--- src/rtl/id_stage_pipe.sv ---
// Registered RV decode stage: decodes OP-IMM/OP/LUI, reads and forwards operands,
// and holds the result in a single-entry ID/EX register with a valid/ready handshake.
module id_stage_pipe #(
    parameter int unsigned XLEN    = 32,
    parameter int unsigned RADDR_W = 5,
    parameter int unsigned SHAMT_W = 5
) (
    input  logic               clk,
    input  logic               rst_n,
    input  logic [31:0]        inst_i,
    input  logic               in_valid_i,
    output logic               in_ready_o,
    input  logic               flush_i,
    output logic [RADDR_W-1:0] reg1_raddr_o,
    output logic [RADDR_W-1:0] reg2_raddr_o,
    output logic               reg1_re_o,
    output logic               reg2_re_o,
    input  logic [XLEN-1:0]    reg1_rdata_i,
    input  logic [XLEN-1:0]    reg2_rdata_i,
    input  logic               ex_we_i,
    input  logic [RADDR_W-1:0] ex_waddr_i,
    input  logic [XLEN-1:0]    ex_wdata_i,
    input  logic               wb_we_i,
    input  logic [RADDR_W-1:0] wb_waddr_i,
    input  logic [XLEN-1:0]    wb_wdata_i,
    output logic               out_valid_o,
    input  logic               out_ready_i,
    output logic [XLEN-1:0]    op1_o,
    output logic [XLEN-1:0]    op2_o,
    output logic [3:0]         alu_op_o,
    output logic               reg_we_o,
    output logic [RADDR_W-1:0] reg_waddr_o,
    output logic               illegal_o
);

    typedef enum logic [3:0] {
        ALU_ADD   = 4'd0,
        ALU_SUB   = 4'd1,
        ALU_SLL   = 4'd2,
        ALU_SLT   = 4'd3,
        ALU_SLTU  = 4'd4,
        ALU_XOR   = 4'd5,
        ALU_SRL   = 4'd6,
        ALU_SRA   = 4'd7,
        ALU_OR    = 4'd8,
        ALU_AND   = 4'd9,
        ALU_PASS2 = 4'd10
    } alu_op_e;

    localparam logic [6:0] OPC_OP_IMM = 7'b0010011;
    localparam logic [6:0] OPC_OP     = 7'b0110011;
    localparam logic [6:0] OPC_LUI    = 7'b0110111;

    logic [6:0]         opcode;
    logic [2:0]         funct3;
    logic [6:0]         funct7;
    logic [RADDR_W-1:0] rd, rs1, rs2;
    logic [XLEN-1:0]    imm_i, imm_u, imm_sh;
    logic               shamt_hi_ok;

    logic               dec_legal;
    logic               dec_re1, dec_re2;
    alu_op_e            dec_alu;
    logic [XLEN-1:0]    dec_imm;

    logic               accept;
    logic               valid_q, valid_d;
    logic [XLEN-1:0]    op1_q, op1_d, op2_q, op2_d;
    alu_op_e            alu_q, alu_d;
    logic               we_q, we_d;
    logic [RADDR_W-1:0] waddr_q, waddr_d;
    logic               ill_q, ill_d;

    assign opcode = inst_i[6:0];
    assign funct3 = inst_i[14:12];
    assign funct7 = inst_i[31:25];
    assign rd     = RADDR_W'(inst_i[11:7]);
    assign rs1    = RADDR_W'(inst_i[19:15]);
    assign rs2    = RADDR_W'(inst_i[24:20]);
    assign imm_i  = XLEN'($signed(inst_i[31:20]));
    assign imm_u  = XLEN'($signed({inst_i[31:12], 12'b0}));
    assign imm_sh = XLEN'(inst_i[20 +: SHAMT_W]);
    // On RV32 inst[25] is not part of shamt and must be zero.
    assign shamt_hi_ok = (XLEN != 32) || !inst_i[25];

    function automatic logic [XLEN-1:0] fwd(input logic [RADDR_W-1:0] r,
                                            input logic [XLEN-1:0]    rf);
        if (r == '0)                        return '0;
        else if (ex_we_i && ex_waddr_i == r) return ex_wdata_i;
        else if (wb_we_i && wb_waddr_i == r) return wb_wdata_i;
        else                                 return rf;
    endfunction

    always_comb begin
        dec_legal = 1'b0;
        dec_re1   = 1'b0;
        dec_re2   = 1'b0;
        dec_alu   = ALU_ADD;
        dec_imm   = '0;
        unique case (opcode)
            OPC_OP_IMM: begin
                dec_legal = 1'b1;
                dec_re1   = 1'b1;
                dec_imm   = imm_i;
                unique case (funct3)
                    3'b000: dec_alu = ALU_ADD;
                    3'b010: dec_alu = ALU_SLT;
                    3'b011: dec_alu = ALU_SLTU;
                    3'b100: dec_alu = ALU_XOR;
                    3'b110: dec_alu = ALU_OR;
                    3'b111: dec_alu = ALU_AND;
                    3'b001: begin
                        dec_alu   = ALU_SLL;
                        dec_imm   = imm_sh;
                        dec_legal = (inst_i[31:26] == 6'b000000) && shamt_hi_ok;
                    end
                    3'b101: begin
                        dec_alu   = inst_i[30] ? ALU_SRA : ALU_SRL;
                        dec_imm   = imm_sh;
                        dec_legal = ((inst_i[31:26] == 6'b000000) ||
                                     (inst_i[31:26] == 6'b010000)) && shamt_hi_ok;
                    end
                    default: dec_legal = 1'b0;
                endcase
            end
            OPC_OP: begin
                dec_re1 = 1'b1;
                dec_re2 = 1'b1;
                if (funct7 == 7'b0000000) begin
                    dec_legal = 1'b1;
                    unique case (funct3)
                        3'b000: dec_alu = ALU_ADD;
                        3'b001: dec_alu = ALU_SLL;
                        3'b010: dec_alu = ALU_SLT;
                        3'b011: dec_alu = ALU_SLTU;
                        3'b100: dec_alu = ALU_XOR;
                        3'b101: dec_alu = ALU_SRL;
                        3'b110: dec_alu = ALU_OR;
                        3'b111: dec_alu = ALU_AND;
                        default: dec_alu = ALU_ADD;
                    endcase
                end else if (funct7 == 7'b0100000) begin
                    if (funct3 == 3'b000) begin
                        dec_legal = 1'b1;
                        dec_alu   = ALU_SUB;
                    end else if (funct3 == 3'b101) begin
                        dec_legal = 1'b1;
                        dec_alu   = ALU_SRA;
                    end
                end
            end
            OPC_LUI: begin
                dec_legal = 1'b1;
                dec_alu   = ALU_PASS2;
                dec_imm   = imm_u;
            end
            default: dec_legal = 1'b0;
        endcase
    end

    assign reg1_re_o    = in_valid_i && dec_legal && dec_re1;
    assign reg2_re_o    = in_valid_i && dec_legal && dec_re2;
    assign reg1_raddr_o = reg1_re_o ? rs1 : '0;
    assign reg2_raddr_o = reg2_re_o ? rs2 : '0;

    assign in_ready_o = !valid_q || out_ready_i;
    assign accept     = in_valid_i && in_ready_o && !flush_i;

    always_comb begin
        op1_d   = '0;
        op2_d   = '0;
        alu_d   = ALU_ADD;
        we_d    = 1'b0;
        waddr_d = '0;
        ill_d   = 1'b1;
        if (dec_legal) begin
            op1_d   = dec_re1 ? fwd(rs1, reg1_rdata_i) : '0;
            op2_d   = dec_re2 ? fwd(rs2, reg2_rdata_i) : dec_imm;
            alu_d   = dec_alu;
            we_d    = 1'b1;
            waddr_d = rd;
            ill_d   = 1'b0;
        end
    end

    always_comb begin
        valid_d = valid_q;
        if (flush_i)
            valid_d = 1'b0;
        else if (accept)
            valid_d = 1'b1;
        else if (valid_q && out_ready_i)
            valid_d = 1'b0;
    end

    always_ff @(posedge clk or negedge rst_n) begin
        if (!rst_n) begin
            valid_q <= 1'b0;
            op1_q   <= '0;
            op2_q   <= '0;
            alu_q   <= ALU_ADD;
            we_q    <= 1'b0;
            waddr_q <= '0;
            ill_q   <= 1'b0;
        end else begin
            valid_q <= valid_d;
            if (accept) begin
                op1_q   <= op1_d;
                op2_q   <= op2_d;
                alu_q   <= alu_d;
                we_q    <= we_d;
                waddr_q <= waddr_d;
                ill_q   <= ill_d;
            end
        end
    end

    assign out_valid_o = valid_q;
    assign op1_o       = op1_q;
    assign op2_o       = op2_q;
    assign alu_op_o    = alu_q;
    assign reg_we_o    = we_q;
    assign reg_waddr_o = waddr_q;
    assign illegal_o   = ill_q;

endmodule

--- config.mk ---
export PLATFORM = sky130hd
export DESIGN_NAME = id_stage_pipe
export DESIGN_NICKNAME = d
export VERILOG_FILES = /design/src/rtl/id_stage_pipe.sv
export SDC_FILE = /design/constraint.sdc
export NUM_CORES = 1
export LEC_CHECK = 0
export CAP_MARGIN = 20
export CORE_MARGIN = 5
export CORE_UTILIZATION = 32
export CTS_BUF_LIST = sky130_fd_sc_hd__clkbuf_16
export DETAILED_ROUTE_END_ITERATION = 10
export GPL_TIMING_DRIVEN = 0
export PLACE_DENSITY = 0.69
export SLEW_MARGIN = 10
export SYNTH_ARGS = -nofsm -noshare
export SYNTH_HDL_FRONTEND = slang
export SYNTH_SLANG_ARGS = --single-unit
--- constraint.sdc ---
create_clock -name clk -period 1.8 [get_ports clk]
set_input_delay 0.36 -clock clk [delete_from_list [all_inputs] [get_ports clk]]
set_output_delay 0.36 -clock clk [all_outputs]
set_load 0.02 [all_outputs]
==> results.cfg <==
[synthesis]
synth_cells = 603
ys_types = 47
syn_area_um2 = 5176
synth_flop_cell = dfrtp_1
async_flop_share = 1.000
synth_edf_count = 0
seq_area_frac_synth = 0.3674
ys_ff_latch = 76
yosysWarnings = 0
syn_area_per_cell_um2 = 8.584
synthesis.nets = 784

[sta]
setup_ws_ns = -0.2390
period_share = 1.133
slew_headroom = 0.5496
fin_crit_ns = 2.039
setup_viol = 84
setup_tns_ns = -13.18
finalClockSkew_ns = 0.005082
tightestPinTransition_ns = 0.6756
drv_slew = 0
rsz0062_at_grt = yes
hold_viol = 0
fmax_ghz = 0.4904

[finish]
final_common_cell = clkdlybuf4s50_1
area.growth.synth_to_final_pct = 86.73
drive_gt1_frac = 0.3276
finalInstanceArea_um2 = 9666
layout_common_cells = clkdlybuf4s50_1, nand2_1, dfrtp_1
fin_util = 0.6085
fillerInstances = 1380
instances_no_fill = 1144
antenna_cells = 0
final_nets = 1104

[setup_path]
startpoint_type = primary input
arrival_ns = 1.68
cp.buffers_inverters = 2
crit_type = primary input to output port
crit_chain = dlygate4sd2_1 > nor2_4 > a31oi_4 > nor2_2 > o21a_4 > and2_4 > buf_6
reg2reg_from = out_valid_o
rr_worst_depth = 7
critPathRequiredTime_ns = 1.44
rrSetupSlack_ns = -0.20
r2r_end = op2_o[16]
cpMaxStageDelayCell = dlygate4sd2_1
worstSetupEndpointType = output port
crit_family = buffers and inverters
slowest_delay_ns = 0.39
cp-startpoint = inst_i[29]
path_max_fanout = 6

[route]
wl_per_cell_um = 22.23
drt_iter0_drc = 489
routed_wl_um = 25430
dr.pass1.iters = 5
drc_errors = 0
antenna_left = 0
viasPerCell = 5.385
num_vias = 6161

[floorplanning]
die-area_um2 = 18820
rows = 46
die_w_um = 137.2
coreArea_um2 = 15890
ios = 266
die_h_um = 137.2
start_util = 0.3259

[pwr]
internal_power_w = 0.003257
p_sw_frac = 0.2921
seqPwrFrac = 0.375
vdd_ir_drop_max_uv = 451.4
p_total_w = 0.004600
switchingPower_w = 0.001344
clkPwrFrac = 0.390
pwr_density_cell_nw_per_um2 = 475.9
power_frac_comb = 0.236
p_leak_nw = 4.266

[run]
drv_cap = 0

[global_routing]
groute.layer.met1.usage = 0.3346
grt_pass1_wl_um = 36710
grt_most_used_layer = met2
grt_max_degree = 46
met2_usage = 0.4281
grtUsageMet3 = 0.05040
first_global_vias = 6269
grt_usage = 0.2594
antenna_found_initial = 0
grt.overflow.total = 0

[status]
violations = setup timing
status = complete, but fails checks

[hold_path]
hp-class = primary input to async pin

[clocking]
cts_buffer_depth = 2
cts_buffers = 9
clk_pin_slew_ns = 0.06
cts.htree.levels = 3
clk_latency_ns = 0.35
numClockSinks = 76
cts_tree = done
cts-root-buf = clkbuf_16
hold_buffers = 0

[place]
placed_area_um2 = 8203
hpwl_um = 18940
routabilityCongestion = 0.8654
portBuffers = 262
dp.cells = 1082
worst max-delay path by stage:
stage	endpoint	cells past startpoint
2_1_floorplan	op2_o[19]	8
3_3_place_gp	op1_o[10]	1
3_5_place_dp	op2_o[11]	8
4_1_cts	reg1_raddr_o[1]	7
5_1_grt	reg2_raddr_o[1]	6
6_report	reg1_raddr_o[1]	7
stage by stage:
stage | hold WS (ns) | setup WS (ns)
after floorplan | 0.06441 | -0.4078
after global placement | 0.4602 | -2.614
after detailed placement | 0.4259 | -1.591
after CTS | 0.05451 | -0.2297
after global routing | 0.09638 | -0.3198
final | 0.03971 | -0.2390
area by class of cell:
class / instances / area (um^2) / share of cell area
plain buffers: 42 / 355.3 / 0.03676
inverters: 10 / 43.79 / 0.004531
repair buffers: 315 / 3148 / 0.3257
well taps: 216 / 270.3 / 0.02796
flip-flops and latches: 76 / 1902 / 0.1968
clock inverters: 7 / 60.06 / 0.006214
clock buffers: 9 / 225.2 / 0.02330
multi-input cells: 469 / 3661 / 0.3788
state kept, by name, indices dropped and copies added, names as in the netlist:
register / flops
op1_o: 32
op2_o: 32
reg_waddr_o: 5
alu_op_o: 4
illegal_o: 1
out_valid_o: 1
reg_we_o: 1
cells by family after synthesis:
logic type,after synthesis,synth area share
AOI/OAI and AO/OA,172,0.2342
xor gates and xnor gates,20,0.03384
adders and majority gates,4,0.009669
buffers and inverters,58,0.04544
DFF,76,0.3674
muxes,65,0.1334
and+or+nand+nor,208,0.1760
layer usage:
| layer | up-vias | part of all wire |
|---|---|---|
| met3 | 59 | 0.070 |
| met1 | 3011 | 0.41 |
| met5 | - | 0 |
| li1 | 2828 | - |
| met2 | 263 | 0.49 |
| met4 | 0 | 0.036 |
synthesized netlist by cell type (11+ instances only):
library cell | number | share of area
nand2_1 | 113 | 0.082
clkbuf_1 | 38 | 0.028
mux2_2 | 32 | 0.070
dfrtp_1 | 76 | 0.37
a21oi_1 | 37 | 0.036
nor2_1 | 45 | 0.033
o21ai_0 | 43 | 0.042
a22oi_1 | 11 | 0.016
xnor2_1 | 12 | 0.020
mux2i_1 | 33 | 0.064
a221oi_1 | 16 | 0.027
a311o_1 | 27 | 0.052
power by group through the flow:
| stage | Sequential, W | Combinational [W] | Clock, W |
|---|---|---|---|
| 6_report | 0.00172 | 0.00108 | 0.00179 |
| 5_1_grt | 0.00172 | 0.00115 | 0.00189 |
| 4_1_cts | 0.00172 | 0.00102 | 0.00182 |
| 3_5_place_dp | 0.00175 | 0.000930 | 0 |
| 3_3_place_gp | 0.00175 | 0.000921 | 0 |
| 2_1_floorplan | 0.00176 | 0.000301 | 0 |
timing repair:
item	in CTS	in global routing
endpoints found under the setup margin	88	87
buffers inserted	38	6
pin swaps	70	44
gates resized for setup	363	95
cloned	6	2
Power figures use the tool's default switching activity.
